**config.mk**
```make
export PLATFORM = sky130hd
export DESIGN_NAME = uart_mem_bridge
export DESIGN_NICKNAME = d
export VERILOG_FILES = /design/src/rtl/uart_dbg_pkg.sv /design/src/rtl/uart_resp_serializer.sv /design/src/rtl/uart_mem_bridge.sv
export SDC_FILE = /design/constraint.sdc
export NUM_CORES = 1
export LEC_CHECK = 0
export ABC_AREA = 1
export CORE_ASPECT_RATIO = 1.25
export CORE_MARGIN = 2
export CORE_UTILIZATION = 50
export CTS_CLUSTER_SIZE = 14
export DETAILED_ROUTE_END_ITERATION = 7
export DONT_BUFFER_PORTS = 1
export GPL_TIMING_DRIVEN = 0
export HOLD_SLACK_MARGIN = 0.05
export PLACE_DENSITY = 0.69
export SETUP_SLACK_MARGIN = 0.5
export SLEW_MARGIN = 40
export SYNTH_ARGS = -nofsm -noshare
export SYNTH_HDL_FRONTEND = slang
export SYNTH_SLANG_ARGS = --single-unit
```
**constraint.sdc**
```tcl
create_clock -name clk -period 2.54 [get_ports clk]
set_clock_uncertainty 0.2 [all_clocks]
set_input_delay 0.635 -clock clk [delete_from_list [all_inputs] [get_ports clk]]
set_output_delay 0.635 -clock clk [all_outputs]
set_load 0.03 [all_outputs]
```
**src/rtl/uart_dbg_pkg.sv**
```systemverilog
`default_nettype none
// ============================================================================
//  Module      : uart_dbg_pkg
//  Description : Shared constants for the UART memory debug bridge: state
//                encoding, header bit positions, status bytes, response width.
//  Revision    : 1.0 - initial release
// ============================================================================
package uart_dbg_pkg;

    localparam int unsigned C_RESP_W     = 42;
    localparam int unsigned C_RESP_BYTES = 6;
    localparam int unsigned C_STATE_W    = 3;

    localparam logic [C_STATE_W-1:0] C_ST_IDLE      = 3'd0;
    localparam logic [C_STATE_W-1:0] C_ST_RX_ADDR   = 3'd1;
    localparam logic [C_STATE_W-1:0] C_ST_RX_DATA   = 3'd2;
    localparam logic [C_STATE_W-1:0] C_ST_ISSUE     = 3'd3;
    localparam logic [C_STATE_W-1:0] C_ST_WAIT_RESP = 3'd4;
    localparam logic [C_STATE_W-1:0] C_ST_TX_RESP   = 3'd5;
    localparam logic [C_STATE_W-1:0] C_ST_TX_STAT   = 3'd6;
    localparam logic [C_STATE_W-1:0] C_ST_RX_CSUM   = 3'd7;

    localparam int unsigned C_HDR_RW_BIT    = 7;
    localparam int unsigned C_HDR_TYPE_BIT  = 6;
    localparam int unsigned C_HDR_ADDR8_BIT = 0;

    localparam logic [7:0] C_ACK_BYTE  = 8'hA5;
    localparam logic [7:0] C_ERR_BYTE  = 8'hEE;
    localparam logic [7:0] C_BUSY_BYTE = 8'hE1;

    function automatic logic [7:0] xor_bytes(input logic [8*C_RESP_BYTES-1:0] v);
        logic [7:0] acc;
        acc = '0;
        for (int i = 0; i < int'(C_RESP_BYTES); i++) begin
            acc = acc ^ v[8*i +: 8];
        end
        return acc;
    endfunction

endpackage
`default_nettype wire

```
**src/rtl/uart_resp_serializer.sv**
```systemverilog
`default_nettype none
// ============================================================================
//  Module      : uart_resp_serializer
//  Description : Parallel-loads up to MAX_BYTES bytes and shifts them out MSB
//                byte first under a valid/ready handshake.
//  Revision    : 1.0 - initial release
// ============================================================================
module uart_resp_serializer #(
    parameter int unsigned MAX_BYTES = 6
) (
    input  logic                   clk,
    input  logic                   reset,
    input  logic                   load,
    input  logic [8*MAX_BYTES-1:0] load_data,
    input  logic [2:0]             load_len,
    output logic [7:0]             tx_byte,
    output logic                   tx_valid,
    input  logic                   tx_ready,
    output logic                   done
);

    logic [8*MAX_BYTES-1:0] r_shift;
    logic [2:0]             r_count;

    always_ff @(posedge clk) begin
        if (reset) begin
            r_shift <= '0;
            r_count <= '0;
        end else if (load) begin
            r_shift <= load_data;
            r_count <= load_len;
        end else if (tx_valid && tx_ready) begin
            r_shift <= r_shift << 8;
            r_count <= r_count - 3'd1;
        end
    end

    assign tx_valid = (r_count != 3'd0);
    assign tx_byte  = r_shift[8*MAX_BYTES-1 -: 8];
    assign done     = tx_valid && tx_ready && (r_count == 3'd1);

endmodule
`default_nettype wire

```
**src/rtl/uart_mem_bridge.sv**
```systemverilog
`default_nettype none
// ============================================================================
//  Module      : uart_mem_bridge
//  Description : Host byte frames over UART -> one debug memory access per
//                frame; read response or status byte returned over TX.
//                Optional frame/response checksum: UART_MEM_BRIDGE_CSUM_EN.
//  Revision    : 1.0 - initial release
// ============================================================================
module uart_mem_bridge
    import uart_dbg_pkg::*;
#(
    parameter int unsigned RX_TIMEOUT   = 100000,
    parameter int unsigned RESP_TIMEOUT = 64,
    parameter logic [7:0]  ACK_BYTE     = C_ACK_BYTE,
    parameter logic [7:0]  ERR_BYTE     = C_ERR_BYTE,
    parameter logic [7:0]  BUSY_BYTE    = C_BUSY_BYTE
) (
    input  logic                clk,
    input  logic                reset,
    input  logic [7:0]          rx_byte,
    input  logic                rx_valid,
    output logic [7:0]          tx_byte,
    output logic                tx_valid,
    input  logic                tx_ready,
    input  logic                cpu_enable,
    output logic                write_mem_req,
    output logic                target_mem_type,
    output logic [8:0]          target_addr,
    output logic                rw_flag,
    output logic [31:0]         uart_rx_data,
    input  logic [C_RESP_W-1:0] mem_tx_data,
    input  logic                mem_tx_data_ready,
    output logic                busy
);

`ifdef UART_MEM_BRIDGE_CSUM_EN
    localparam int unsigned          C_TX_BYTES   = C_RESP_BYTES + 1;
    localparam logic [C_STATE_W-1:0] C_ST_PAYLOAD = C_ST_RX_CSUM;
`else
    localparam int unsigned          C_TX_BYTES   = C_RESP_BYTES;
    localparam logic [C_STATE_W-1:0] C_ST_PAYLOAD = C_ST_ISSUE;
`endif
    localparam int unsigned C_TX_W  = 8 * C_TX_BYTES;
    localparam int unsigned C_RXT_W = $clog2(RX_TIMEOUT + 1);
    localparam int unsigned C_RST_W = $clog2(RESP_TIMEOUT + 1);

    logic [C_STATE_W-1:0] r_state;
    logic [C_STATE_W-1:0] w_state_next;
    logic                 r_rw;
    logic                 r_mem_type;
    logic [8:0]           r_addr;
    logic [31:0]          r_data;
    logic [1:0]           r_byte_cnt;
    logic [C_RXT_W-1:0]   r_rx_timer;
    logic [C_RST_W-1:0]   r_resp_timer;
    logic                 r_cpu_seen;
`ifdef UART_MEM_BRIDGE_CSUM_EN
    logic [7:0]           r_csum;
    logic                 w_csum_ok;
`endif
    logic                 w_rx_tmo;
    logic                 w_resp_tmo;
    logic                 w_addr_match;
    logic                 w_cpu_busy;
    logic                 w_ser_done;
    logic                 w_ld;
    logic                 w_ld_resp;
    logic [7:0]           w_stat_byte;
    logic [2:0]           w_ld_len;
    logic [47:0]          w_resp_word;
    logic [C_TX_W-1:0]    w_resp_load;
    logic [C_TX_W-1:0]    w_ld_data;

    assign w_rx_tmo     = (r_rx_timer == C_RXT_W'(RX_TIMEOUT - 1));
    // Timer holds cycles since the request, so a timeout presents ERR exactly RESP_TIMEOUT cycles after it.
    assign w_resp_tmo   = (r_resp_timer == C_RST_W'(RESP_TIMEOUT - 1));
    assign w_addr_match = (mem_tx_data[40:32] == r_addr);
    assign w_cpu_busy   = r_cpu_seen || cpu_enable;
    assign w_resp_word  = {6'b0, mem_tx_data};
`ifdef UART_MEM_BRIDGE_CSUM_EN
    assign w_csum_ok    = (rx_byte == r_csum);
    assign w_resp_load  = {w_resp_word, xor_bytes(w_resp_word)};
`else
    assign w_resp_load  = w_resp_word;
`endif

    always_ff @(posedge clk) begin
        if (reset) begin
            r_state <= C_ST_IDLE;
        end else begin
            r_state <= w_state_next;
        end
    end

    always_comb begin
        w_state_next = r_state;
        case (r_state)
            C_ST_IDLE: begin
                if (rx_valid) w_state_next = cpu_enable ? C_ST_TX_STAT : C_ST_RX_ADDR;
            end
            C_ST_RX_ADDR: begin
                if (rx_valid)      w_state_next = r_rw ? C_ST_RX_DATA : C_ST_PAYLOAD;
                else if (w_rx_tmo) w_state_next = C_ST_IDLE;
            end
            C_ST_RX_DATA: begin
                if (rx_valid) begin
                    if (r_byte_cnt == 2'd3) w_state_next = C_ST_PAYLOAD;
                end else if (w_rx_tmo) begin
                    w_state_next = C_ST_IDLE;
                end
            end
`ifdef UART_MEM_BRIDGE_CSUM_EN
            C_ST_RX_CSUM: begin
                if (rx_valid)      w_state_next = w_csum_ok ? C_ST_ISSUE : C_ST_TX_STAT;
                else if (w_rx_tmo) w_state_next = C_ST_IDLE;
            end
`endif
            C_ST_ISSUE: begin
                w_state_next = (w_cpu_busy || r_rw) ? C_ST_TX_STAT : C_ST_WAIT_RESP;
            end
            C_ST_WAIT_RESP: begin
                if (mem_tx_data_ready) w_state_next = w_addr_match ? C_ST_TX_RESP : C_ST_TX_STAT;
                else if (w_resp_tmo)   w_state_next = C_ST_TX_STAT;
            end
            C_ST_TX_RESP, C_ST_TX_STAT: begin
                if (w_ser_done) w_state_next = C_ST_IDLE;
            end
            default: w_state_next = C_ST_IDLE;
        endcase
    end

    // Serializer is loaded on the edge that enters TX_RESP/TX_STAT.
    always_comb begin
        write_mem_req = 1'b0;
        w_ld          = 1'b0;
        w_ld_resp     = 1'b0;
        w_stat_byte   = ERR_BYTE;
        case (r_state)
            C_ST_IDLE: begin
                if (rx_valid && cpu_enable) begin
                    w_ld        = 1'b1;
                    w_stat_byte = BUSY_BYTE;
                end
            end
`ifdef UART_MEM_BRIDGE_CSUM_EN
            C_ST_RX_CSUM: begin
                if (rx_valid && !w_csum_ok) w_ld = 1'b1;
            end
`endif
            C_ST_ISSUE: begin
                if (w_cpu_busy) begin
                    w_ld        = 1'b1;
                    w_stat_byte = BUSY_BYTE;
                end else begin
                    write_mem_req = 1'b1;
                    if (r_rw) begin
                        w_ld        = 1'b1;
                        w_stat_byte = ACK_BYTE;
                    end
                end
            end
            C_ST_WAIT_RESP: begin
                if (mem_tx_data_ready) begin
                    w_ld      = 1'b1;
                    w_ld_resp = w_addr_match;
                end else if (w_resp_tmo) begin
                    w_ld = 1'b1;
                end
            end
            default: ;
        endcase
    end

    assign w_ld_len  = w_ld_resp ? 3'(C_TX_BYTES) : 3'd1;
    assign w_ld_data = w_ld_resp ? w_resp_load : {w_stat_byte, {(C_TX_W-8){1'b0}}};

    always_ff @(posedge clk) begin
        if (reset) begin
            r_rw         <= 1'b0;
            r_mem_type   <= 1'b0;
            r_addr       <= '0;
            r_data       <= '0;
            r_byte_cnt   <= '0;
            r_rx_timer   <= '0;
            r_resp_timer <= '0;
            r_cpu_seen   <= 1'b0;
`ifdef UART_MEM_BRIDGE_CSUM_EN
            r_csum       <= '0;
`endif
        end else begin
            if (r_state != C_ST_IDLE) r_cpu_seen <= r_cpu_seen | cpu_enable;
            case (r_state)
                C_ST_IDLE: begin
                    if (rx_valid) begin
                        r_rw       <= rx_byte[C_HDR_RW_BIT];
                        r_mem_type <= rx_byte[C_HDR_TYPE_BIT];
                        r_addr[8]  <= rx_byte[C_HDR_ADDR8_BIT];
                        r_cpu_seen <= 1'b0;
                        r_rx_timer <= '0;
`ifdef UART_MEM_BRIDGE_CSUM_EN
                        r_csum     <= rx_byte;
`endif
                    end
                end
                C_ST_RX_ADDR: begin
                    if (rx_valid) begin
                        r_addr[7:0] <= rx_byte;
                        r_byte_cnt  <= '0;
                        r_rx_timer  <= '0;
`ifdef UART_MEM_BRIDGE_CSUM_EN
                        r_csum      <= r_csum ^ rx_byte;
`endif
                    end else begin
                        r_rx_timer <= r_rx_timer + 1'b1;
                    end
                end
                C_ST_RX_DATA: begin
                    if (rx_valid) begin
                        r_data     <= {r_data[23:0], rx_byte};
                        r_byte_cnt <= r_byte_cnt + 2'd1;
                        r_rx_timer <= '0;
`ifdef UART_MEM_BRIDGE_CSUM_EN
                        r_csum     <= r_csum ^ rx_byte;
`endif
                    end else begin
                        r_rx_timer <= r_rx_timer + 1'b1;
                    end
                end
`ifdef UART_MEM_BRIDGE_CSUM_EN
                C_ST_RX_CSUM: begin
                    if (rx_valid) r_rx_timer <= '0;
                    else          r_rx_timer <= r_rx_timer + 1'b1;
                end
`endif
                C_ST_ISSUE:     r_resp_timer <= C_RST_W'(1);
                C_ST_WAIT_RESP: r_resp_timer <= r_resp_timer + 1'b1;
                default: ;
            endcase
        end
    end

    uart_resp_serializer #(
        .MAX_BYTES (C_TX_BYTES)
    ) u_ser (
        .clk       (clk),
        .reset     (reset),
        .load      (w_ld),
        .load_data (w_ld_data),
        .load_len  (w_ld_len),
        .tx_byte   (tx_byte),
        .tx_valid  (tx_valid),
        .tx_ready  (tx_ready),
        .done      (w_ser_done)
    );

    assign target_mem_type = r_mem_type;
    assign target_addr     = r_addr;
    assign rw_flag         = r_rw;
    assign uart_rx_data    = r_data;
    assign busy            = (r_state != C_ST_IDLE);

endmodule
`default_nettype wire

```
# Yosys cells after proc, flatten, opt, wreduce, memory -nomap -nowiden
# Cells that the tools add are included.
totals:
  ff_bits: 124
  inputBits: 56
  out_inout_bits: 54
  elab_cells: 97
classes:
  n_addsub: 4
  n_eq_ne: 17
  muxes: 43
  n_bitwise: 1
  reduce_logical: 20
ops:
  columns: ["op", "count"]
  rows:
  - ["$mux W48", 3]
  - ["$mux W3", 12]
  - ["$mux W17", 2]
  - ["$pmux W17 S2", 1]
  - ["$pmux W7 S2", 2]
  - ["$pmux W3 S6", 1]
  - ["$add A17 B1 Y17 const B", 1]
  - ["$eq A17 B17 Y1 const B", 1]
  - ["$mux W7", 2]
  - ["$mux W1", 13]
  - ["$eq A3 B3 Y1 const B", 3]
  - ["$eq A9 B9 Y1", 1]
  - ["$mux W2", 4]
  - ["$reduce_and A2 Y1", 4]
  - ["$reduce_bool A2 Y1", 4]
  - ["$add A7 B1 Y7 const B", 1]
  - ["$eq A7 B6 Y1 const B", 1]
  - ["$eq A3 B1 Y1 const B", 2]
  - ["$eq A3 B2 Y1 const B", 2]
  - ["$ne A2 B2 Y1 const B", 3]
  - ["$ne A3 B3 Y1 const B", 2]
  - ["$reduce_bool A3 Y1", 2]
  - ["$mux W4", 1]
  - ["$pmux W2 S2", 1]
  - ["12 further kinds", 16]

# Logic depth before layout (Yosys ltp)
# Gate-level depths: netlist of the first run.
logic_depth:
  depth_word: 5
  mapped_depth: 15
  mapped_depth_nobuf: 14

# Cells and area by module
# From an unflattened synthesis of the first run, not the netlist that was laid out.
unflattened:
  cells_unflattened: 965
  area_unflattened_um2: 6334.8
modules_own_cells:
  columns: ["mod", "instances", "cells_per_inst", "area_per_inst_um2", "seq_area_each_um2"]
  rows:
  - ["uart_mem_bridge", 1, 578, 3754.9, 1461.4]
  - ["uart_resp_serializer", 1, 387, 2580.0, 1021.0]

# Worst setup path after synthesis of the first run
# No wires, ideal clock.
synth_timing:
  path_type: "input port to flip-flop"
  start: "input cpu_enable"
  end: "register u_ser.r_shift[27]"
  setup_time_ps: 109
  arrival_time_ps: 1666
  required_time_ps: 2231
  slack_ps: 565
  cell_stages: 12
  n_path_buf: 2
  cell_sequence: "nor2_1 nand2_1 nand2_1 nand2_4 a21oi_4 buf_6 buf_8 nand3_2 nand2_1 inv_1 nand2_1 inv_1"
synth_via:
  elab_chain_cells: 4
  elab_cells_between_ends: 7
  classes_between: "4 x mux; 3 x reduce/logical"
synth_lines:
  columns: ["element", "line_no", "source"]
  rows:
  - ["start, declared", "uart_mem_bridge.sv:25", "input logic cpu_enable,"]
  - ["$logic_or A1 B1 Y1 or $logic_and A1 B1 Y1 (tied branches)", "uart_mem_bridge.sv:78, uart_mem_bridge.sv:140", null]
  - ["$mux W1 (on tied branches)", "uart_mem_bridge.sv:151, uart_mem_bridge.sv:140", null]
  - ["$pmux W1 S3 *", "uart_mem_bridge.sv:138", "case (r_state)"]
  - ["$mux W48 or $reduce_bool A2 Y1 (tied branches)", null, null]
  - ["end signal, assigned", "uart_resp_serializer.sv:30", "r_shift <= load_data;"]
  - ["end signal, assigned", "uart_resp_serializer.sv:33", "r_shift <= r_shift << 8;"]
  - ["end, declared", "uart_resp_serializer.sv:22", "logic [8*MAX_BYTES-1:0] r_shift;"]
# Mark *: on every way between the ends. The rest lies on a longest branch, timed or not.
# A chain may end at the register's enable or synchronous reset.

# Worst setup path in the final report of the first run
layout_timing:
  start: "register r_resp_timer[1]"
  end: "register u_ser.r_shift[21]"
layout_via:
  elab_chain_cells: 5
  elab_cells_between_ends: 6
  classes_between: "1 x eq/ne; 4 x mux; 1 x reduce/logical"
layout_lines:
  columns: ["element", "line_no", "source"]
  rows:
  - ["start, declared", "uart_mem_bridge.sv:55", "logic [C_RST_W-1:0] r_resp_timer;"]
  - ["start signal, assigned", "uart_mem_bridge.sv:236", "C_ST_WAIT_RESP: r_resp_timer <= r_resp_timer + 1'b1;"]
  - ["$eq A7 B6 Y1 *", "uart_mem_bridge.sv:76", "assign w_resp_tmo = (r_resp_timer == C_RST_W'(RESP_TIMEOUT - 1));"]
  - ["$mux W1 *", "uart_mem_bridge.sv:166", "end else if (w_resp_tmo) begin"]
  - ["$mux W1 *", "uart_mem_bridge.sv:163", "if (mem_tx_data_ready) begin"]
  - ["$pmux W1 S3 *", "uart_mem_bridge.sv:138", null]
  - ["$mux W48 or $reduce_bool A2 Y1 (tied branches)", null, null]
# Marks and branches as above.

==> results.json, run 1 <==
{
  "core_um2": 12600,
  "io_pins": 110,
  "path_clk_slew_ps": 60,
  "clock-sinks": 124,
  "combPwrFrac": 0.405,
  "power_mw": 8.96,
  "dp_cells": 1155,
  "holdBufCountCts": 0,
  "root_buffer": "clkbuf_16",
  "synth-seq-cells": 124,
  "drt-total-wl_um": 18500,
  "p_seq_frac": 0.311,
  "outcome": "finished clean",
  "slew_headroom": 0.501,
  "yosysSeqAreaShare": 0.387,
  "tightestPinTransition_ps": 748,
  "grt_pass1_vias": 5855,
  "peakVddDrop_mv": 0.543,
  "rrSetupSlack_ps": 400,
  "die_w_um": 105,
  "overflow": 0,
  "final_nets": 1103,
  "synthToLayoutAreaGrowth_pct": 25.7,
  "min_from": "mem_tx_data[39]",
  "die_h_um": 131,
  "drv_cap": 0,
  "fillers": 1121,
  "post-route-period-util": 0.844,
  "crit_required_ps": 2670,
  "die_area_um2": 13700,
  "sw_frac_of_total": 0.396,
  "syn-instance-count": 987,
  "grt_use_total": 0.258,
  "setup.worst_path.end_class": "flop",
  "row_count": 46,
  "synth_area_per_cell_um2": 6.49,
  "fin_crit_ps": 2140,
  "final_max_slew_viol_count": 0,
  "wire_per_inst_um": 15.1,
  "hold_viol": 0,
  "internal_power_mw": 5.41,
  "reg2regPathDepth": 15,
  "setup_violations": 0,
  "antenna_found_initial": 0,
  "ys.flop_type": "dfxtp_1",
  "vias": 6289,
  "critPathKind": "flop to flop",
  "power.switching_mw": 3.55,
  "hold_slack_ps": 149,
  "synthTopCellsByArea": "dfxtp_1 39%, nand2_1 20%, inv_1 9.3%, a21oi_1 6.8%, nand3_1 6.3%",
  "yosysTopAreaCell": "dfxtp_1",
  "yosys_warnings": 0,
  "holdPathStages": 2,
  "dp_hpwl_um": 12500,
  "drc_errors": 0,
  "synth.distinct_cells": 36,
  "vias_per_cell": 5.15,
  "cts_tree": "yes",
  "finalSetupTns_ps": 0,
  "dr.pass1.iters": 5,
  "r2r-end": "u_ser.r_shift[21]",
  "syn-num-nets": 1049,
  "grt_start_max_net_pins": 17,
  "crit_path_max_fanout": 10,
  "synth.most_common_cell": "nand2_1",
  "drtAntennaViolNets": 0,
  "clock_latency_ps": 430,
  "h-tree-depth": 4,
  "clock_power_share": 0.284,
  "arrival_ps": 2270,
  "start_kind": "flop",
  "synthTopCellsByCount": "333 x nand2_1, 158 x inv_1, 124 x dfxtp_1",
  "grt_pass1_wl_um": 28000,
  "fmax_mhz": 467,
  "numPortBuffers": 0,
  "clock_path_buffers": 2,
  "power_leakage_nw": 3.71,
  "gp_congestion": 0.867,
  "initial_core_util": 0.508,
  "hold_path_end": "u_ser.r_shift[39]",
  "drive_gt1_frac": 0.216,
  "worstReg2RegStart": "r_resp_timer[1]",
  "synth_edf_count": 0,
  "drt_iter0_drc": 352,
  "numCtsBuffers": 17,
  "powerDensity_nw_per_um2": 1110,
  "synthArstFlopShare": 0,
  "layout.cells.non_filler": 1222,
  "num_antenna_cells": 0,
  "rsz0062_at_grt": "true",
  "syn_area_um2": 6410,
  "hp-class": "input port to flop",
  "synth_top_cell_area_share": 0.387
}
per-stage QoR:
stage	instance area [um2]	util	setup slack, ps
floorplan	6410	-	565
global placement	6620	0.525	201
detailed placement	6620	0.525	195
CTS	7550	0.599	467
global route	8050	0.639	318
finish	8050	0.639	397
registers in the layout, summed over array words and instances (netlist names):
name	count
u_ser.r_shift	48
uart_rx_data	32
r_rx_timer	17
target_addr	9
r_resp_timer	7
r_state	3
u_ser.r_count	3
r_byte_cnt	2
r_cpu_seen	1
rw_flag	1
target_mem_type	1
power groups by stage:
| stage | clock [mW] | sequential, mW | combinational [mW] |
|---|---|---|---|
| 6_report | 2.55 | 2.79 | 3.63 |
| 5_1_grt | 2.64 | 2.82 | 4.02 |
| 4_1_cts | 2.57 | 2.76 | 3.13 |
| 3_5_place_dp | 0 | 2.77 | 2.82 |
| 3_3_place_gp | 0 | 2.77 | 2.78 |
| 2_1_floorplan | 0 | 2.67 | 2.28 |
critical path: stages, from the launching register on:
cell,delay [ps]
dfxtp_2,350
ha_4,150
nand2_4,60
nor2_4,130
nand2_4,70
nor2_4,140
nand2_2,90
nand2_4,100
a21oi_4,80
buf_12,140
buf_16,130
buf_8,140
nand2_1,70
nand3_2,60
nand2_1,80
inv_1,40
cell families after synthesis:
family | count (synthesis) | synth area share
adder cells (fa/ha/maj) | 6 | 0.0117
XOR/XNOR | 3 | 0.00410
AO/OA/AOI/OAI | 140 | 0.117
buffers and inverters | 216 | 0.147
AND/OR/NAND/NOR | 498 | 0.333
flip-flops | 124 | 0.387
layer usage:
metal,GRT usage,vias up,wire [um]
li1,-,3177,-
met1,0.277,2909,7230
met2,0.461,171,9610
met3,0.0813,32,1190
met4,0.129,0,422
met5,0,-,0
layout make-up:
| cell class | count | area [um2] | area share |
|---|---|---|---|
| multi-input combinational | 647 | 3320 | 0.413 |
| sequential | 124 | 2520 | 0.313 |
| inverter | 164 | 621 | 0.0771 |
| clock buffer | 18 | 439 | 0.0545 |
| buffer | 52 | 388 | 0.0482 |
| timing repair buffer | 35 | 368 | 0.0457 |
| tap | 168 | 210 | 0.0261 |
| clock inverter | 14 | 184 | 0.0228 |
repair_timing:
item / CTS / global route
gates resized for setup: 55 / 100
cloned: 3 / 6
endpoints found under the setup margin: 56 / 59
buffers inserted: 15 / 11
pin swaps: 5 / 37
cells in the final DEF (no fill, tap or decap), types with 2 or more instances in the layout:
cell type,netlist,routed
a21oi_1,87,84
a21oi_2,0,3
a221oi_1,4,4
buf_1,7,4
buf_12,0,3
buf_2,8,11
buf_4,12,31
buf_6,9,12
buf_8,1,6
bufinv_16,0,3
clkbuf_1,15,14
clkbuf_16,0,20
clkinv_4,0,5
clkinvlp_4,0,2
dfxtp_1,124,108
dfxtp_2,0,9
dfxtp_4,0,7
ha_1,6,4
ha_4,0,2
inv_1,158,152
inv_2,5,10
inv_6,0,5
nand2_1,333,288
nand2_2,4,40
nand2_4,3,11
nand3_1,81,66
nand3_2,11,24
nand3_4,0,2
nand4_1,7,7
nor2_1,42,37
nor2_2,7,6
nor2_4,1,7
nor3_1,5,5
o21ai_0,42,40
o21ai_1,0,2
xor2_1,3,3
worst max path at each step:
stage	start	endpoint	slack, ps	depth (start not counted)
after floorplan	cpu_enable	u_ser.r_shift[27]	570	12
after global placement	target_addr[1]	u_ser.r_shift[34]	200	14
after detailed placement	target_addr[1]	u_ser.r_shift[34]	200	14
after CTS	target_addr[1]	u_ser.r_shift[34]	470	14
after global routing	r_resp_timer[1]	u_ser.r_shift[24]	320	15
final	r_resp_timer[1]	u_ser.r_shift[21]	400	15
(Power assumes the default switching activity.)
==> run 2, diff against run 1 <==
Settings changed: PLACE_DENSITY 0.69 to 0.72.
Clock period 2.54 ns to 1.75 ns, I/O delays scaled along.
==> results.json, run 2 (synthesized netlist as in run 1, its figures left out) <==
{
  "grt_use_total": 0.291,
  "top_layer": "met4",
  "power_mw": 14.3,
  "clock-sinks": 124,
  "peakVddDrop_mv": 0.896,
  "drc_errors": 0,
  "top_register": "u_ser.r_shift",
  "met3_length_um": 1610,
  "grt_pass1_vias": 6573,
  "die_h_um": 131,
  "largest_reg_flops": 48,
  "core_um2": 12600,
  "hold_viol": 0,
  "drtAntennaViolNets": 0,
  "vias_per_cell": 5.56,
  "post-route-period-util": 1.19,
  "fin_crit_ps": 2080,
  "drt_iter0_drc": 481,
  "holdPathStages": 4,
  "row_count": 46,
  "fillers": 744,
  "wire_per_inst_um": 18.3,
  "initial_core_util": 0.508,
  "crit_required_ps": 1870,
  "grt_start_max_net_pins": 17,
  "root_buffer": "clkbuf_16",
  "reg2regPathDepth": 15,
  "power_leakage_nw": 4.70,
  "io_pins": 110,
  "vias": 7232,
  "rsz0062_at_grt": "true",
  "final_cell_mix": "243 x nand2_1, 137 x inv_1, 58 x nand3_1, 58 x dfxtp_1",
  "setup.worst_path.end_class": "flop",
  "die_area_um2": 13700,
  "num_antenna_cells": 0,
  "dr.pass1.iters": 6,
  "final_nets": 1181,
  "outcome": "finished, violations left",
  "powerDensity_nw_per_um2": 1450,
  "h-tree-depth": 4,
  "fmax_mhz": 480,
  "final_max_slew_viol_count": 0,
  "final_common_cell": "nand2_1",
  "slew_headroom": 0.522,
  "utilization": 0.784,
  "critPathKind": "flop to flop",
  "clock_latency_ps": 420,
  "gp_congestion": 0.898,
  "m1WireLength_um": 8440,
  "clock_path_buffers": 2,
  "worstReg2RegStart": "r_resp_timer[1]",
  "die_w_um": 105,
  "synthToLayoutAreaGrowth_pct": 54.2,
  "tightestPinTransition_ps": 716,
  "grt_pass1_wl_um": 31700,
  "numCtsBuffers": 17,
  "overflow": 0,
  "numPortBuffers": 0,
  "r2r-end": "u_ser.r_shift[33]",
  "layout.cells.non_filler": 1300,
  "min_from": "mem_tx_data[28]",
  "hp-class": "input port to flop",
  "rrSetupSlack_ps": -330,
  "dp_cells": 1155,
  "hold_path_end": "u_ser.r_shift[28]",
  "crit_path_max_fanout": 7,
  "drt-total-wl_um": 23700,
  "dp_hpwl_um": 12800,
  "cts_tree": "yes",
  "drive_gt1_frac": 0.420,
  "start_kind": "flop",
  "setup_violations": 58,
  "drv_cap": 0,
  "setup.worst_path.start": "r_resp_timer[1]",
  "arrival_ps": 2200,
  "setup_slack_ps": -332,
  "path_clk_slew_ps": 60,
  "violations": "setup timing",
  "antenna_found_initial": 0,
  "met2WireLength_um": 12200
}
[run 2: changes by cell type in the layout (fill, tap and decap cells not counted), sizes merged]
| cell | delta |
|---|---|
| clkbuf | -1 |
| clkinv | -1 |
| bufinv | -1 |
| inv | +4 |
| buf | +41 |
| dlygate4sd3 | +37 |
| clkinvlp | -1 |
[run 2: report_power, final]
part | leakage [nW] | switching, mW | total [mW] | internal, mW
logic | 3.35 | 3.77 | 6.61 | 2.84
registers | 1.06 | 0.670 | 4.10 | 3.43
clock network | 0.294 | 1.49 | 3.63 | 2.15
[run 2: repair_timing]
item / 4_1_cts / 5_1_grt
setup buffers: 44 / 23
gates resized for setup: 249 / 163
pin swaps: 38 / 50
cloned: 5 / 4
setup endpoints to repair: 177 / 178
hold buffers: 36 / 1
hold endpoints to repair: 46 / 1
[run 2: worst max-delay path by stage]
| stage | end |
|---|---|
| 2_1_floorplan | u_ser.r_shift[15] |
| 3_3_place_gp | u_ser.r_shift[34] |
| 3_5_place_dp | u_ser.r_shift[34] |
| 4_1_cts | u_ser.r_count[2] |
| 5_1_grt | u_ser.r_shift[24] |
| 6_report | u_ser.r_shift[33] |
[run 2: routing by layer]
layer / global-route usage / vias to the layer above
li1: - / 3334
met4: 0.173 / 0
met5: 0 / -
met3: 0.0660 / 126
met2: 0.521 / 376
met1: 0.317 / 3396
[run 2: per-stage QoR]
| step | hold slack, ps | area (um2) | TNS [ps] | setup WS [ps] |
|---|---|---|---|---|
| finish | 56.2 | 9880 | -13030 | -332 |
| global placement | 234 | 6960 | -15840 | -474 |
| global route | 70.7 | 9880 | -18290 | -405 |
| detailed placement | 239 | 6960 | -16080 | -454 |
| CTS | 50.4 | 9000 | -8540 | -211 |
| floorplan | 219 | 6750 | -3000 | -84.2 |
[run 2: worst max-delay path: stages, from the launching register on]
cell       delay (ps)
dfxtp_4           350
ha_4              160
nand2_4            70
nor2_4             40
nand2_2            90
nor2_4             50
nand2_4            70
nand2_4            60
a21oi_4           240
buf_12            190
clkbuf_16         150
nand3_2            60
nand2_1            80
inv_1              60
nand2_1            60
inv_1              40
[run 2: area by class of cell]
cell class                      count  area, um2  area share
Multi-Input combinational cell    647       4030       0.407
Sequential cell                   124       2700       0.273
Timing Repair Buffer              113       1100       0.112
Inverter                          164        663      0.0671
Buffer                             52        587      0.0594
Clock buffer                       17        425      0.0430
Tap cell                          168        210      0.0213
Clock inverter                     15        174      0.0176
